<file path="src/rtl/myproject_acc_pkg.sv">
// Shared definitions for the accumulate/requantize stage.
//   - default width constants for the product, accumulator and output paths
//   - FSM state type for the accumulator controller
//   - clog2 helper used for width checks and counter sizing
package myproject_acc_pkg;

    localparam int unsigned PROD_WIDTH = 26;
    localparam int unsigned ACC_WIDTH  = 32;
    localparam int unsigned OUT_WIDTH  = 16;
    localparam int unsigned SHIFT      = 10;

    typedef enum logic [0:0] {
        ACCUM,
        EMIT
    } acc_state_e;

    // Ceiling log2; clog2(1) = 0. Bounded loop so it stays elaboration-friendly.
    function automatic int unsigned clog2(input int unsigned value);
        int unsigned res;
        res = 0;
        for (int i = 0; i < 32; i++) begin
            if ((longint'(1) << i) < longint'(value)) begin
                res = i + 1;
            end
        end
        return res;
    endfunction

endpackage

</file>
<file path="src/rtl/myproject_round_sat.sv">
// Round-half-up, arithmetic right shift and saturate to the output width.
// Ports:
//   sum      in  ACC_WIDTH  signed accumulated value
//   out_data out OUT_WIDTH  signed requantized value
//   out_sat  out 1          value was clipped to the output range
module myproject_round_sat #(
    parameter int unsigned ACC_WIDTH = myproject_acc_pkg::ACC_WIDTH,
    parameter int unsigned OUT_WIDTH = myproject_acc_pkg::OUT_WIDTH,
    parameter int unsigned SHIFT     = myproject_acc_pkg::SHIFT
) (
    input  logic [ACC_WIDTH-1:0] sum,
    output logic [OUT_WIDTH-1:0] out_data,
    output logic                 out_sat
);

    // One extra bit so adding the rounding constant can never wrap.
    localparam int unsigned XW = ACC_WIDTH + 1;
    localparam logic signed [XW-1:0] HALF    = XW'(longint'(1) <<< (SHIFT - 1));
    localparam logic signed [XW-1:0] OUT_MAX = XW'((longint'(1) <<< (OUT_WIDTH - 1)) - 1);
    localparam logic signed [XW-1:0] OUT_MIN = XW'(-(longint'(1) <<< (OUT_WIDTH - 1)));

    logic signed [XW-1:0] sum_ext;
    logic signed [XW-1:0] rounded;

    always_comb begin
        sum_ext = $signed({sum[ACC_WIDTH-1], sum}) + HALF;
        rounded = sum_ext >>> SHIFT;
        if (rounded > OUT_MAX) begin
            out_data = OUT_MAX[OUT_WIDTH-1:0];
            out_sat  = 1'b1;
        end else if (rounded < OUT_MIN) begin
            out_data = OUT_MIN[OUT_WIDTH-1:0];
            out_sat  = 1'b1;
        end else begin
            out_data = rounded[OUT_WIDTH-1:0];
            out_sat  = 1'b0;
        end
    end

endmodule

</file>
<file path="src/rtl/myproject_acc_requant.sv">
// Dot-product accumulator with requantization.
// Sums N_TERMS signed products, rounds/saturates the sum and presents one result per vector.
// Ports:
//   ap_clk, ap_rst_n        clock, synchronous active-low reset
//   prod_data/valid/ready   product input handshake (prod_ready depends on out_ready in EMIT)
//   out_data/valid/ready    registered result output handshake
//   out_sat                 result was clipped; qualified by out_valid
module myproject_acc_requant #(
    parameter int unsigned PROD_WIDTH = myproject_acc_pkg::PROD_WIDTH,
    parameter int unsigned ACC_WIDTH  = myproject_acc_pkg::ACC_WIDTH,
    parameter int unsigned OUT_WIDTH  = myproject_acc_pkg::OUT_WIDTH,
    parameter int unsigned N_TERMS    = 8,
    parameter int unsigned SHIFT      = myproject_acc_pkg::SHIFT
) (
    input  logic                  ap_clk,
    input  logic                  ap_rst_n,
    input  logic [PROD_WIDTH-1:0] prod_data,
    input  logic                  prod_valid,
    output logic                  prod_ready,
    output logic [OUT_WIDTH-1:0]  out_data,
    output logic                  out_valid,
    input  logic                  out_ready,
    output logic                  out_sat
);

    import myproject_acc_pkg::*;

    localparam int unsigned CNT_WIDTH = clog2(N_TERMS);
    localparam logic [CNT_WIDTH-1:0] CNT_LAST = CNT_WIDTH'(N_TERMS - 1);

    if (ACC_WIDTH < PROD_WIDTH + clog2(N_TERMS)) begin : g_bad_acc_width
        $error("ACC_WIDTH too narrow for PROD_WIDTH and N_TERMS");
    end
    if (N_TERMS < 2) begin : g_bad_n_terms
        $error("N_TERMS must be at least 2");
    end
    if (SHIFT < 1) begin : g_bad_shift
        $error("SHIFT must be at least 1");
    end

    acc_state_e             state_q, state_d;
    logic [ACC_WIDTH-1:0]   acc_q, acc_d;
    logic [CNT_WIDTH-1:0]   cnt_q, cnt_d;
    logic [OUT_WIDTH-1:0]   out_data_q, out_data_d;
    logic                   out_valid_q, out_valid_d;
    logic                   out_sat_q, out_sat_d;

    logic [ACC_WIDTH-1:0]   prod_sext;
    logic [ACC_WIDTH-1:0]   sum;
    logic [OUT_WIDTH-1:0]   rs_data;
    logic                   rs_sat;

    assign prod_sext = {{(ACC_WIDTH - PROD_WIDTH){prod_data[PROD_WIDTH-1]}}, prod_data};
    // First term of a vector starts from zero, so a stale accumulator never leaks in.
    assign sum = ((cnt_q == '0) ? '0 : acc_q) + prod_sext;

    myproject_round_sat #(
        .ACC_WIDTH (ACC_WIDTH),
        .OUT_WIDTH (OUT_WIDTH),
        .SHIFT     (SHIFT)
    ) u_round_sat (
        .sum      (sum),
        .out_data (rs_data),
        .out_sat  (rs_sat)
    );

    always_comb begin
        state_d     = state_q;
        acc_d       = acc_q;
        cnt_d       = cnt_q;
        out_data_d  = out_data_q;
        out_valid_d = out_valid_q;
        out_sat_d   = out_sat_q;
        prod_ready  = 1'b1;
        case (state_q)
            ACCUM: begin
                prod_ready = 1'b1;
                if (prod_valid) begin
                    acc_d = sum;
                    if (cnt_q == CNT_LAST) begin
                        cnt_d       = '0;
                        out_data_d  = rs_data;
                        out_sat_d   = rs_sat;
                        out_valid_d = 1'b1;
                        state_d     = EMIT;
                    end else begin
                        cnt_d = cnt_q + CNT_WIDTH'(1);
                    end
                end
            end
            EMIT: begin
                // Result and next vector's first term can move in the same cycle.
                prod_ready = out_ready;
                if (out_ready) begin
                    out_valid_d = 1'b0;
                    state_d     = ACCUM;
                    if (prod_valid) begin
                        acc_d = prod_sext;
                        cnt_d = CNT_WIDTH'(1);
                    end
                end
            end
            default: begin
                state_d = ACCUM;
            end
        endcase
    end

    always_ff @(posedge ap_clk) begin
        if (!ap_rst_n) begin
            state_q     <= ACCUM;
            acc_q       <= '0;
            cnt_q       <= '0;
            out_data_q  <= '0;
            out_valid_q <= 1'b0;
            out_sat_q   <= 1'b0;
        end else begin
            state_q     <= state_d;
            acc_q       <= acc_d;
            cnt_q       <= cnt_d;
            out_data_q  <= out_data_d;
            out_valid_q <= out_valid_d;
            out_sat_q   <= out_sat_d;
        end
    end

    assign out_data  = out_data_q;
    assign out_valid = out_valid_q;
    assign out_sat   = out_sat_q;

endmodule

</file>
<file path="config.mk">
export PLATFORM = sky130hd
export DESIGN_NAME = myproject_acc_requant
export DESIGN_NICKNAME = d
export VERILOG_FILES = /design/src/rtl/myproject_acc_pkg.sv /design/src/rtl/myproject_round_sat.sv /design/src/rtl/myproject_acc_requant.sv
export SDC_FILE = /design/constraint.sdc
export NUM_CORES = 1
export LEC_CHECK = 0
export CORE_MARGIN = 3
export CORE_UTILIZATION = 64
export DETAILED_ROUTE_END_ITERATION = 16
export PLACE_DENSITY = 0.88
export SETUP_SLACK_MARGIN = 0.02
export SYNTH_ARGS = -nofsm -noshare
export SYNTH_HDL_FRONTEND = slang
export SYNTH_SLANG_ARGS = --single-unit
</file>
<file path="constraint.sdc">
create_clock -name ap_clk -period 13.5 [get_ports ap_clk]
set_input_delay 2.7 -clock ap_clk [delete_from_list [all_inputs] [get_ports ap_clk]]
set_output_delay 2.7 -clock ap_clk [all_outputs]
set_load 0.05 [all_outputs]
</file>
# Yosys cells after proc, flatten, opt, wreduce, memory -nomap -nowiden
# Index checks and enable logic that the tools add are counted.
[totals] reg_bits=54 inputBits=30 output_inout_bits=19 elab_cells=44
[op_classes] n_addsub=3 magnitude_cmp=2 eq_ne=5 muxes=23 bitwise=1 reduce_logical=4
[ops] op="32-bit two-way mux" n=4
[ops] op="32-bit one-hot mux with 2 select lines" n=1
[ops] op="32-bit by 11-bit adder with 33-bit output, second input constant" n=1
[ops] op="32-bit adder" n=1
[ops] op="16-bit two-way mux" n=2
[ops] op="23-bit by 16-bit > comparator with 1-bit output, second input constant" n=1
[ops] op="23-bit by 16-bit less-than comparator with 1-bit output, second input constant" n=1
[ops] op="3-bit two-way mux" n=4
[ops] op="3-bit AND reduction" n=3
[ops] op="1-bit two-way mux" n=8
[ops] op="2-bit inequality test, second input constant" n=4
[ops] op="1-bit one-hot mux with 2 select lines" n=3
[ops] op="3-bit one-hot mux with 2 select lines" n=1
[ops] op="3-bit by 1-bit adder with 3-bit output, second input constant" n=1
[ops] op="3-bit == test, second input constant" n=1
[ops] op="3-bit zero test" n=1
[ops] op="1-bit NOT" n=1

# Longest topological paths before layout
[logic_depth] word_depth=7 ltp_mapped=21 ltp_nobuf=17

# Modules after synthesis
# Synthesis repeated with hierarchy kept, for this count alone.
[hier_totals] cells_unflattened=677 area_unflattened_um2=5027.3
[by_module_without_submodules] mod="myproject_acc_requant" n_inst=1 cells_each=570 area_each_um2=4260.3 seq_area_each_um2=1081.0
[by_module_without_submodules] mod="myproject_round_sat" n_inst=1 cells_each=107 area_each_um2=767.0 seq_area_each_um2=0.0

# Worst setup path before layout
# Ideal clock, no wire load.
[synth_timing] kind="input port to flip-flop" start="input port prod_data[0]" end="register out_data_q[0], in the netlist out_data[0]" setup_time_ns=0.133 arrival_ns=6.266 t_required_ns=13.367 slack_ns=7.101 cell_stages=15 n_path_buf=2 cell_sequence="ha_1 fa_1 a21o_1 a221o_1 buf_2 a31oi_1 o21ai_0 xor2_1 nand4_2 nor4_4 nand4_1 a211o_1 a221oi_4 buf_6 o22ai_2"
[synth_between] elab_chain_cells=5 elab_cells_between_ends=6 classes_between="add/sub (2); order compare (2); mux (2)"
[synth_rtl] element="from (decl)" line="myproject_acc_requant.sv:17" source="input logic [PROD_WIDTH-1:0] prod_data,"
[synth_rtl] element="32-bit adder *" line="myproject_acc_requant.sv:55" source="assign sum = ((cnt_q == '0) ? '0 : acc_q) + prod_sext;"
[synth_rtl] element="32-bit by 11-bit adder with 33-bit output *" line="myproject_round_sat.sv:26" source="sum_ext = $signed({sum[ACC_WIDTH-1], sum}) + HALF;"
[synth_rtl] element="23-bit by 16-bit less-than comparator with 1-bit output" line="myproject_round_sat.sv:31" source="end else if (rounded < OUT_MIN) begin"
[synth_rtl] element="16-bit two-way mux" line="myproject_round_sat.sv:31"
[synth_rtl] element="16-bit two-way mux *" line="myproject_round_sat.sv:28" source="if (rounded > OUT_MAX) begin"
[synth_rtl] element="to (signal assigned)" line="myproject_acc_requant.sv:121" source="out_data_q <= out_data_d;"
[synth_rtl] element="to (decl)" line="myproject_acc_requant.sv:44" source="logic [OUT_WIDTH-1:0] out_data_q, out_data_d;"
# Mark *: on every way between the ends. The rest lies on a longest branch, timed or not.
# A chain may end at the register's enable or synchronous reset.

# Final worst setup path
[layout_timing] start="input port prod_data[0]" end="register out_data_q[3], in the netlist out_data[3]"
# Same word-level chain as after synthesis.

==> metrics.txt <==
FMAX around 130 MHz; GP Congestion between 0.9 and 1; WP data required between 10 and 15 ns; VDD IR-drop max 49.67 uV; DRT Pass-1 Iters 5; clock transition at the registers of the reported paths 0.11 ns; initial core utilization approximately 67%; Slew HR between 20% and 30%; drt first-iter violations 341; fin crit period between 7 and 8 ns; crit start category input pin; Hold Violations, Final 0; gr usage total ~30%; Pwr per Cell Area approximately 75 nW/um^2; postcts setup bufs 0; setup violators final 0; most frequent cells in the layout nand2_1, dfxtp_1, clkdlybuf4s50_1, o21ai_0, and2_1; share of the synthesized area in the top cell type ~21%; first-pass GRT wire length approximately 23 mm; dominant cells by area after synthesis dfxtp_1, ha_1, nand2_1, and2_1, o211a_1; CP arrival roughly 7.6 ns; die height approximately 96 microns; flop and latch count out of synthesis 54; WHS Endpoint acc_q[28]; largest net degree at the start of global routing 58; post-synthesis cell type count 74; leakage power 2.354 nW; residual DRC count 0; ANT nets after route 0; TNS Setup 0 ns; clock tree sinks 54; Async SR Flop Fraction 0%; r2r startpoint cnt_q[0]; H-Tree Depth 2; FF-to-FF setup slack 7.84 ns; Clk network pwr share approximately 22%; Net Switching around 0.16 mW; Final Hold Slack between 0.4 and 0.5 ns; Net Count, Synth 730; cells after synthesis around 660; IO buf count 48; Post-synth EDFFs 0; worst-margin pin slew 1.094 ns; RSZ-0062 raised after global routing false; Cell Rows 32; cell depth of the worst hold path 2; Pwr Total roughly 0.43 mW; final core utilization around 73%; hold_buf cts 0; vias in the first global route roughly 4,800; Die ar. ~9000 sq um; Seq/Total Area, Yosys about a fifth; clock skew about 0.0083 ns; most common cell after layout, fill and taps aside nand2_1; initial antenna violation count 0; WL/cell 17.57 microns; area leader, netlist dfxtp_1; via count 5,064; Die W a little under 100 microns; Worst-Skew Late Latency between 0.3 and 0.4 ns; average vias per placed instance between 6 and 7; nets@finish 746; Yosys warning total 0; CP Class in -> reg; Net Sw Frac about 37%; synthesized area per cell 7.837 sq um; CP Capture Type register; drt total wl 13.76 mm; Core ar. slightly below 8000 sq um; status complete, no violations; gr ovfl total 0; Layout area overhead 9.089%; post-DP HPWL between 10 and 15 mm; Final Cycle Share around 55%; max cap viols 0; Main synth FF type dfxtp_1; synthesized cell area around 5200 sq um; Comb power frac ~37%; CP max FO 16; Worst Reg-to-Reg Cells 18; CTS tree built; Num CTS Buffers 5; fin. max-slew vios 0; Hold Path Class reg -> reg; Internal ~0.27 mW; Ports between 40 and 50; Post-Place Cells 775; root buf cell clkbuf_8; post-CTS resize count 0; fin cells around 780; sequential power share slightly above 40%; share of post-route cells with drive strength above 1 under 10%; n_diodes 0; hold_sp acc_q[28]; CTS Buffer Depth 2; R2R Path End out_data[3]
-- synth_stat cells (all sizes together), types with 16 or more instances --
cell,instances
nor2,36
xor2,19
ha,35
nand3,16
nand2,94
dfxtp,54
clkbuf,26
o211a,24
xnor2,23
o21ai,49
and2,44
a21oi,36
-- worst max-delay path: stages --
cell             delay (ns)
clkdlybuf4s50_1        0.42
ha_1                   0.23
fa_1                   0.41
a21o_1                 0.21
a221o_1                0.45
a31oi_1                0.28
o21ai_0                0.21
xor2_1                 0.43
nand4_2                0.29
nor4_4                 0.47
nand4_1                0.15
a211o_1                0.36
a221oi_4               0.76
o32ai_1                0.20
-- stage by stage --
stage          cell area, sq um  setup slack [ns]
3_5_place_dp               5590             5.811
2_1_floorplan              5204             7.101
4_1_cts                    5677             6.144
3_3_place_gp               5590             6.051
5_1_grt                    5677             5.819
6_report                   5677             6.059
-- area by class of cell --
| cell class | instances | area, sq um |
|---|---|---|
| sequential | 54 | 1082 |
| clock buffer | 6 | 72.57 |
| clock inverter | 2 | 13.76 |
| tap | 102 | 127.6 |
| inverter | 9 | 33.78 |
| multi-input combinational | 559 | 3844 |
| fill | 636 | 2131 |
| timing repair buffer | 51 | 503.0 |
-- registers in the layout (all words and copies together) (netlist names) --
register	count
out_sat	1
out_valid	1
state_q	1
out_data	16
cnt_q	3
acc_q	32
-- routing by layer --
metal  track usage [%]  up-vias  part of all wire [%]
met2             51.87      188                    49
met5                 0        -                     0
met1             38.26     2395                    43
met3             4.769       33                   5.9
met4             10.07        0                   2.0
li1                  -     2448                     -
-- power groups by stage --
stage	logic (mW)	registers [mW]	clock network, mW
final	0.160	0.172	0.0952
after global routing	0.174	0.173	0.101
after CTS	0.157	0.172	0.0954
after detailed placement	0.157	0.176	0
after global placement	0.152	0.175	0
after floorplan	0.120	0.175	0
-- cells by family (layout without fill, tap and decap cells) --
family	count (synthesis)	in the layout	share of synthesized area, %
DFF	54	54	20.77
AOI/OAI and AO/OA	207	207	29.29
buffers and inverters	51	68	5.482
and+or+nand+nor	261	261	26.09
muxes	13	13	2.501
xor gates and xnor gates	42	42	7.069
adders and majority gates	36	36	8.800
-- worst max-delay path by stage --
stage                      start     endpoint  slack, ns
CTS                 prod_data[0]  out_data[3]       6.14
global route        prod_data[0]  out_data[3]       5.82
floorplan           prod_data[0]  out_data[0]       7.10
detailed placement  prod_data[0]  out_data[3]       5.81
global placement    prod_data[0]  out_data[3]       6.05
finish              prod_data[0]  out_data[3]       6.06
Note: power is estimated with default switching activity, not from simulation.
